**src/rtl/axis_pfbsynth_ola.sv**
```systemverilog
// Overlap-add and output quantisation back end for the synthesis PFB:
// sums each beat's head half with the previous frame's tail, rounds, shifts and saturates.
module axis_pfbsynth_ola #(
  parameter int N    = 64,
  parameter int L    = 4,
  parameter int BIN  = 16,
  parameter int BOUT = 16
) (
  input  logic                   aclk,
  input  logic                   aresetn,
  input  logic [2*L*2*BIN-1:0]   s_axis_tdata,
  input  logic                   s_axis_tlast,
  input  logic                   s_axis_tvalid,
  output logic                   s_axis_tready,
  output logic [L*2*BOUT-1:0]    m_axis_tdata,
  output logic                   m_axis_tvalid,
  input  logic [31:0]            QOUT_REG,
  output logic [15:0]            err_cnt
);

  localparam int F    = N / L;
  localparam int CW   = (F > 1) ? $clog2(F) : 1;
  localparam int HW   = L * 2 * BIN;
  localparam int NC   = 2 * L;
  localparam int QMAX = BIN + 1 - BOUT + 7;
  // Wide enough for sum plus the largest rounding constant without overflow.
  localparam int SUMW = BIN + 9;

  localparam logic signed [SUMW-1:0] MAXV = {{(SUMW-BOUT+1){1'b0}}, {(BOUT-1){1'b1}}};
  localparam logic signed [SUMW-1:0] MINV = {{(SUMW-BOUT+1){1'b1}}, {(BOUT-1){1'b0}}};

  logic [CW-1:0]  cnt;
  logic           primed;
  logic [3:0]     q_lat;
  logic [3:0]     q_in;
  logic [3:0]     q_cur;
  logic           acc;
  logic           exp_last;

  logic           v1;
  logic [HW-1:0]  head1;
  logic [HW-1:0]  rd1;
  logic           primed1;
  logic [3:0]     q1;

  logic [HW-1:0]  mem [F];

  logic [L*2*BOUT-1:0]     q_data;
  logic signed [SUMW-1:0]  s_v;
  logic signed [SUMW-1:0]  p_v;
  logic signed [SUMW-1:0]  rnd_v;
  logic signed [SUMW-1:0]  sh_v;

  logic unused_qout;
  assign unused_qout = ^QOUT_REG[31:4];

  assign acc      = s_axis_tvalid && s_axis_tready;
  assign exp_last = (cnt == CW'(F - 1));

  always_comb begin
    if ({28'd0, QOUT_REG[3:0]} > 32'(QMAX)) q_in = 4'(QMAX);
    else                                    q_in = QOUT_REG[3:0];
    // The frame-start beat already uses the newly sampled shift.
    q_cur = (cnt == '0) ? q_in : q_lat;
  end

  // Framing, shift latch and error accounting.
  always_ff @(posedge aclk or negedge aresetn) begin
    if (!aresetn) begin
      cnt           <= '0;
      primed        <= 1'b0;
      q_lat         <= '0;
      err_cnt       <= '0;
      s_axis_tready <= 1'b0;
    end else begin
      s_axis_tready <= 1'b1;
      if (acc) begin
        cnt <= (s_axis_tlast || exp_last) ? '0 : cnt + CW'(1);
        if (cnt == '0) q_lat <= q_in;
        if (s_axis_tlast != exp_last) begin
          primed <= 1'b0;
          if (err_cnt != 16'hFFFF) err_cnt <= err_cnt + 16'd1;
        end else if (s_axis_tlast) begin
          primed <= 1'b1;
        end
      end
    end
  end

  // Overlap memory: read the previous tail, then overwrite it with this beat's tail.
  always_ff @(posedge aclk) begin
    if (acc) begin
      rd1      <= mem[cnt];
      mem[cnt] <= s_axis_tdata[2*HW-1:HW];
    end
  end

  always_ff @(posedge aclk or negedge aresetn) begin
    if (!aresetn) begin
      v1      <= 1'b0;
      head1   <= '0;
      primed1 <= 1'b0;
      q1      <= '0;
    end else begin
      v1 <= acc;
      if (acc) begin
        head1   <= s_axis_tdata[HW-1:0];
        primed1 <= primed;
        q1      <= q_cur;
      end
    end
  end

  always_comb begin
    q_data = '0;
    s_v    = '0;
    p_v    = '0;
    rnd_v  = '0;
    sh_v   = '0;
    for (int unsigned k = 0; k < NC; k++) begin
      s_v   = SUMW'($signed(head1[k*BIN +: BIN]));
      p_v   = primed1 ? SUMW'($signed(rd1[k*BIN +: BIN])) : '0;
      rnd_v = (q1 != 4'd0) ? (SUMW'(1) << (q1 - 4'd1)) : '0;
      s_v   = s_v + p_v + rnd_v;
      sh_v  = s_v >>> q1;
      if (sh_v > MAXV)      sh_v = MAXV;
      else if (sh_v < MINV) sh_v = MINV;
      q_data[k*BOUT +: BOUT] = sh_v[BOUT-1:0];
    end
  end

  always_ff @(posedge aclk or negedge aresetn) begin
    if (!aresetn) begin
      m_axis_tvalid <= 1'b0;
      m_axis_tdata  <= '0;
    end else begin
      m_axis_tvalid <= v1;
      if (v1) m_axis_tdata <= q_data;
    end
  end

endmodule

```
**config.mk**
```make
export PLATFORM = sky130hd
export DESIGN_NAME = axis_pfbsynth_ola
export DESIGN_NICKNAME = d
export VERILOG_FILES = /design/src/rtl/axis_pfbsynth_ola.sv
export SDC_FILE = /design/constraint.sdc
export NUM_CORES = 2
export LEC_CHECK = 0
export CAP_MARGIN = 10
export CORE_MARGIN = 2
export CORE_UTILIZATION = 45
export CTS_BUF_LIST = sky130_fd_sc_hd__clkbuf_4 sky130_fd_sc_hd__clkbuf_8
export CTS_CLUSTER_DIAMETER = 200
export CTS_CLUSTER_SIZE = 16
export DETAILED_ROUTE_END_ITERATION = 16
export PLACE_DENSITY = 0.7
export RECOVER_POWER = 100
export SKIP_LAST_GASP = 1
export SYNTH_ARGS = -nofsm -noshare
export SYNTH_HDL_FRONTEND = slang
export SYNTH_SLANG_ARGS = --single-unit
```
**constraint.sdc**
```tcl
create_clock -name aclk -period 12.09 [get_ports aclk]
set_clock_uncertainty 0.15 [all_clocks]
set_input_delay 3.627 -clock aclk [delete_from_list [all_inputs] [get_ports aclk]]
set_output_delay 3.627 -clock aclk [all_outputs]
set_load 0.01 [all_outputs]
```
# Word-level counts from Yosys, hierarchy flattened

Memories as Yosys holds them, arrays and structs flattened. A register that Yosys moved wholly into a read port is not among the register bits.
Cells that the tools add are included.

Word-level logic and storage cells: 99
Register bits after elaboration: 285
Memory bits (writable): 2048
Output and inout port bits: 146
Memories kept: 1

Memory list:

| memory | depth | width | read ports | clocked after memory_dff | wr ports | line | text |
|---|---|---|---|---|---|---|---|
| mem    | 16    | 128   | 1          | 1                        | 1        | 46   | `logic [HW-1:0] mem [F];` |

Muxes and demuxes: 32
Order comparisons: 17
Equal/unequal tests: 3
Add/subtract/negate cells: 19
Shifts and indexed selects: 9
Reductions and logical operators: 8

Operator list:

| kind                  | count |
|---|---|
| $mux 16               | 16 |
| $mux 25               | 9 |
| $add 16x25->25        | 8 |
| $add 25x25->25        | 8 |
| $gt 25x16->1 const B  | 8 |
| $lt 25x16->1 const B  | 8 |
| $sshr 25x4->25        | 8 |
| $shl 1x4->25 const A  | 1 |
| $add 16x1->16 const B | 1 |
| $ne 16x16->1 const B  | 1 |
| $mux 4                | 3 |
| $add 4x1->4 const B   | 1 |
| $eq 4x4->1 const B    | 1 |
| $gt 4x4->1 const B    | 1 |
| $logic_not 4->1       | 1 |
| $mux 1                | 4 |
| $reduce_and 2->1      | 2 |
| $reduce_bool 4->1     | 1 |
| $sub 4x1->4 const B   | 1 |
| $reduce_and 3->1      | 1 |
| $reduce_bool 2->1     | 1 |
| $logic_and 1x1->1     | 1 |
| $logic_or 1x1->1      | 1 |
| $ne 1x1->1            | 1 |

# Depth between registers and ports, before layout

Word-level depth: 8
Gate-level depth with buffers: 26
Depth with buffers taken out: 19

# Least setup slack after synthesis

No wires, ideal clock.

Path kind: input -> register
Start: input port s_axis_tvalid
End: memory mem[15][0] (netlist bit) (enable)
Cell stages on the path: 4
Arrival time: 9.491 ns
Setup slack: 1.832 ns
Library setup time: 0.617 ns
Path through: nand2_1 clkbuf_1 clkbuf_1 nor2_1

Cells in the longest elaborated chain, start to end: 3

Ends and longest elaborated chain:

| item                         | line | text |
|---|---|---|
| from (decl)                  | 13   | `input logic s_axis_tvalid,` |
| $logic_and 1x1->1            | 57   | `assign acc = s_axis_tvalid && s_axis_tready;` |
| $mux 1                       | 92   | `if (acc) begin` |
| $mux 1 (not written as such) | 94   | `mem[cnt] <= s_axis_tdata[2*HW-1:HW];` |
| to (decl)                    | 46   |  |

No other way between the ends.

# Worst setup path after layout

Start: input port s_axis_tvalid
End: memory mem[1][28] (netlist bit) (enable)

Same word-level chain as after synthesis.

==> out/summary.txt <==
Most frequent cells after synthesis -> edfxtp_1, mux4_2, nand2_1
Ports -> 438
R2R Setup Slk -> 2.04 ns
Worst IR Drop VDD -> 0.000168 V
Min cycle time layout -> 10.23 ns
Leak -> 42.3 nW
Starting Density -> 0.452
RSZ-0062 raised after global routing -> no
Area grow syn2layout -> 9.82%
Reg2reg start -> q1[3]
Most used DFF post-synth -> edfxtp_1
Critical path peak fanout -> 46
Layout Nets -> 7924
Synth Area per Inst -> 16.0 um2
Hold/Removal Path Class -> reg -> reg
Row cnt -> 183
Slew margin rel. -> -2.83
Most common cell in the synthesized netlist -> edfxtp_1
Number of I/O port buffers -> 409
CP required -> 12.49 ns
Clk Latency, worst-skew pair -> 1.02 ns
# setup viols final -> 0
Fin crit share -> 0.846
Status -> finished with violations
Avg WL per Cell -> 29.1 um
Worst setup path class -> in -> reg
Cell Chain, Critical Path -> dlygate4sd3_1 > nand2_1 > nor3_1 > and2_0 > clkbuf_2
Die ar. -> 253000 um2
FILL cells -> 20600
Crit end category -> flip-flop
Grt ovf -> 0
Reg-to-Reg End -> m_axis_tdata[54]
Total CTS buffers -> 172
Netlist cell types -> 106
Slew Limit Fails -> 1791
Reg2Reg Depth -> 19
Critical path's largest stage delay -> 3.36 ns
TritonRoute pass-1 iters -> 6
Worst Path Arrival -> 10.63 ns
Largest net degree at the start of global routing -> 161
Starting DRT DRC Count -> 7881
Die Wd -> 503 um
Power per cell area -> 188 nW/um2
Total global-route track usage -> 0.246
Crit path launch type -> primary input
Core Box Area -> 248000 um2
Worst Path Buf+Inv -> 2
Post-synth top area cell -> edfxtp_1
Yosys warnings -> 0
Async S/R FF share, synth -> 0.116
Final antenna-violating net count -> 0
HP Start -> primed
Max Freq -> 97.7 MHz
Failing checks -> capacitance limit, slew limit
Share of cells above drive strength 1 -> 0.159
Final TNS setup -> 0 ns
Number of enable flip-flop cells after synthesis -> 2176
DP HPWL -> 198000 um
Cell family with most CP delay -> simple AND/OR/NAND/NOR gates
CTS tree -> done
H-tree Lvls -> 4
Post-CTS setup buffer count -> 0
Synth area leaders -> edfxtp_1, mux4_2, dfrtp_1
Vias post-DR -> 65800
Seq/Total Area, Yosys -> 0.646
Routability Congestion -> 0.963
Post-cts gate resize count -> 0
Drt drc -> 0
Vias per inst -> 6.10
Post-synthesis instance total -> 7032
CTS Buffer Depth -> 3
Measured slew at the worst slew-check pin -> 5.74 ns
Number of synthesized register bits -> 2461
Die height -> 503 um
Mapped cell area -> 112000 um2
Detailed Route WL -> 314000 um
Vias in the first global route -> 64300
CP max stage cell -> and2_0
Hold slack final -> 0.297 ns
Worst Hold Path Cells -> 2
Clk root buf -> clkbuf_8
Final count of hold timing violations -> 0
Sink Count -> 2461
CTS Hold Bufs -> 0
Clock transition at path regs -> 0.11 ns
Number of max-cap violations -> 39
Top cell type's share of synthesized area -> 0.582
Hold worst-path end -> primed1
First-pass GRT wire length -> 452000 um
Initial antenna violation count -> 80
[worst register-to-register path: stages, from the launching register on]
cell and delay, ns:
dfrtp_1 1.36, inv_4 1.06, nand2_1 0.54, buf_4 0.38, nor2_1 1.18, buf_4 0.46, xor2_1 0.12, ha_1 0.21
a21o_1 0.16, ha_1 0.34, o21ai_0 0.13, o211ai_1 0.28, nand4_1 0.21, a31oi_1 0.50, a21boi_4 0.37, a21oi_1 0.17
mux2_2 0.35, mux2_2 0.31, o311ai_2 1.10, o221ai_1 0.37
[layer usage]
layer  share of wire  track usage
met5          0.0011            0
met1            0.42        0.356
met4           0.040       0.0888
met3           0.090       0.0510
met2            0.45        0.368
[report_power, final]
part | switching (mW) | internal [mW]
Sequential | 0.396 | 9.74
Combinational | 5.43 | 3.40
Clock | 2.62 | 1.63
Total | 8.44 | 14.8
[stage by stage]
stage               setup slack (ns)  utilization  cell area [um2]  instances  power (mW)
floorplan                       1.83            -           112000       7047        15.8
global placement                3.94        0.484           120000      10500        18.9
detailed placement              3.79        0.484           120000      10500        19.0
CTS                             3.76        0.497           123000      10800        23.2
global route                    1.67        0.496           123000      10800        24.2
finish                          1.86        0.496           123000      10800        23.2
[state kept, by name, indices dropped and copies added, names as in the netlist]
signal / count
primed1: 1
m_axis_tdata: 128
cnt: 4
mem: 2048
s_axis_tready: 1
rd1: 128
q1: 4
v1: 1
m_axis_tvalid: 1
head1: 128
primed: 1
err_cnt: 16
[cells by family (layout without fill, tap and decap cells)]
| group | after synthesis | in the layout | synth area share |
|---|---|---|---|
| buffers and inverters | 609 | 999 | 0.0209 |
| adder cells (fa/ha/maj) | 294 | 294 | 0.0385 |
| multiplexers | 840 | 840 | 0.150 |
| flip-flops | 2461 | 2461 | 0.646 |
| XOR/XNOR | 175 | 175 | 0.0137 |
| AO/OA/AOI/OAI | 1218 | 1218 | 0.0733 |
| AND/OR/NAND/NOR | 1433 | 1433 | 0.0571 |
| other | 2 | 36 | 0.0000669 |
[cells in the final DEF, fill, tap and decap left out, types with 86 or more instances in the layout]
| master | count |
|---|---|
| mux4_2 | 670 |
| nor2_1 | 355 |
| a21o_1 | 102 |
| clkdlybuf4s50_1 | 133 |
| inv_1 | 195 |
| ha_1 | 208 |
| nand2_1 | 641 |
| xor2_1 | 88 |
| xnor2_1 | 87 |
| mux2i_1 | 115 |
| dfrtp_1 | 278 |
| and2_1 | 129 |
| dlygate4sd3_1 | 275 |
| a21oi_1 | 267 |
| edfxtp_1 | 2176 |
| clkbuf_8 | 173 |
| o21ai_0 | 255 |
| fa_1 | 86 |
[how the worst max path moves through the flow]
| stage | to | from | cells after the start |
|---|---|---|---|
| finish | mem[1][28] | s_axis_tvalid | 5 |
| detailed placement | m_axis_tdata[54] | q1[3] | 19 |
| global placement | m_axis_tdata[56] | q1[3] | 19 |
| floorplan | mem[15][0] | s_axis_tvalid | 4 |
| CTS | m_axis_tdata[54] | q1[3] | 19 |
| global route | cnt[2] | aresetn | 2 |
[area by class of cell]
| type | instances | area, um2 | share of cell area |
|---|---|---|---|
| inverters | 201 | 772 | 0.00627 |
| well taps | 3330 | 4170 | 0.0338 |
| multi-input cells | 3977 | 37500 | 0.304 |
| flip-flops and latches | 2461 | 72500 | 0.588 |
| diodes | 19 | 47.5 | 0.000386 |
| repair buffers | 525 | 5030 | 0.0409 |
| clock inverters | 16 | 200 | 0.00162 |
| clock buffers | 257 | 3010 | 0.0244 |
(Power assumes the default switching activity.)
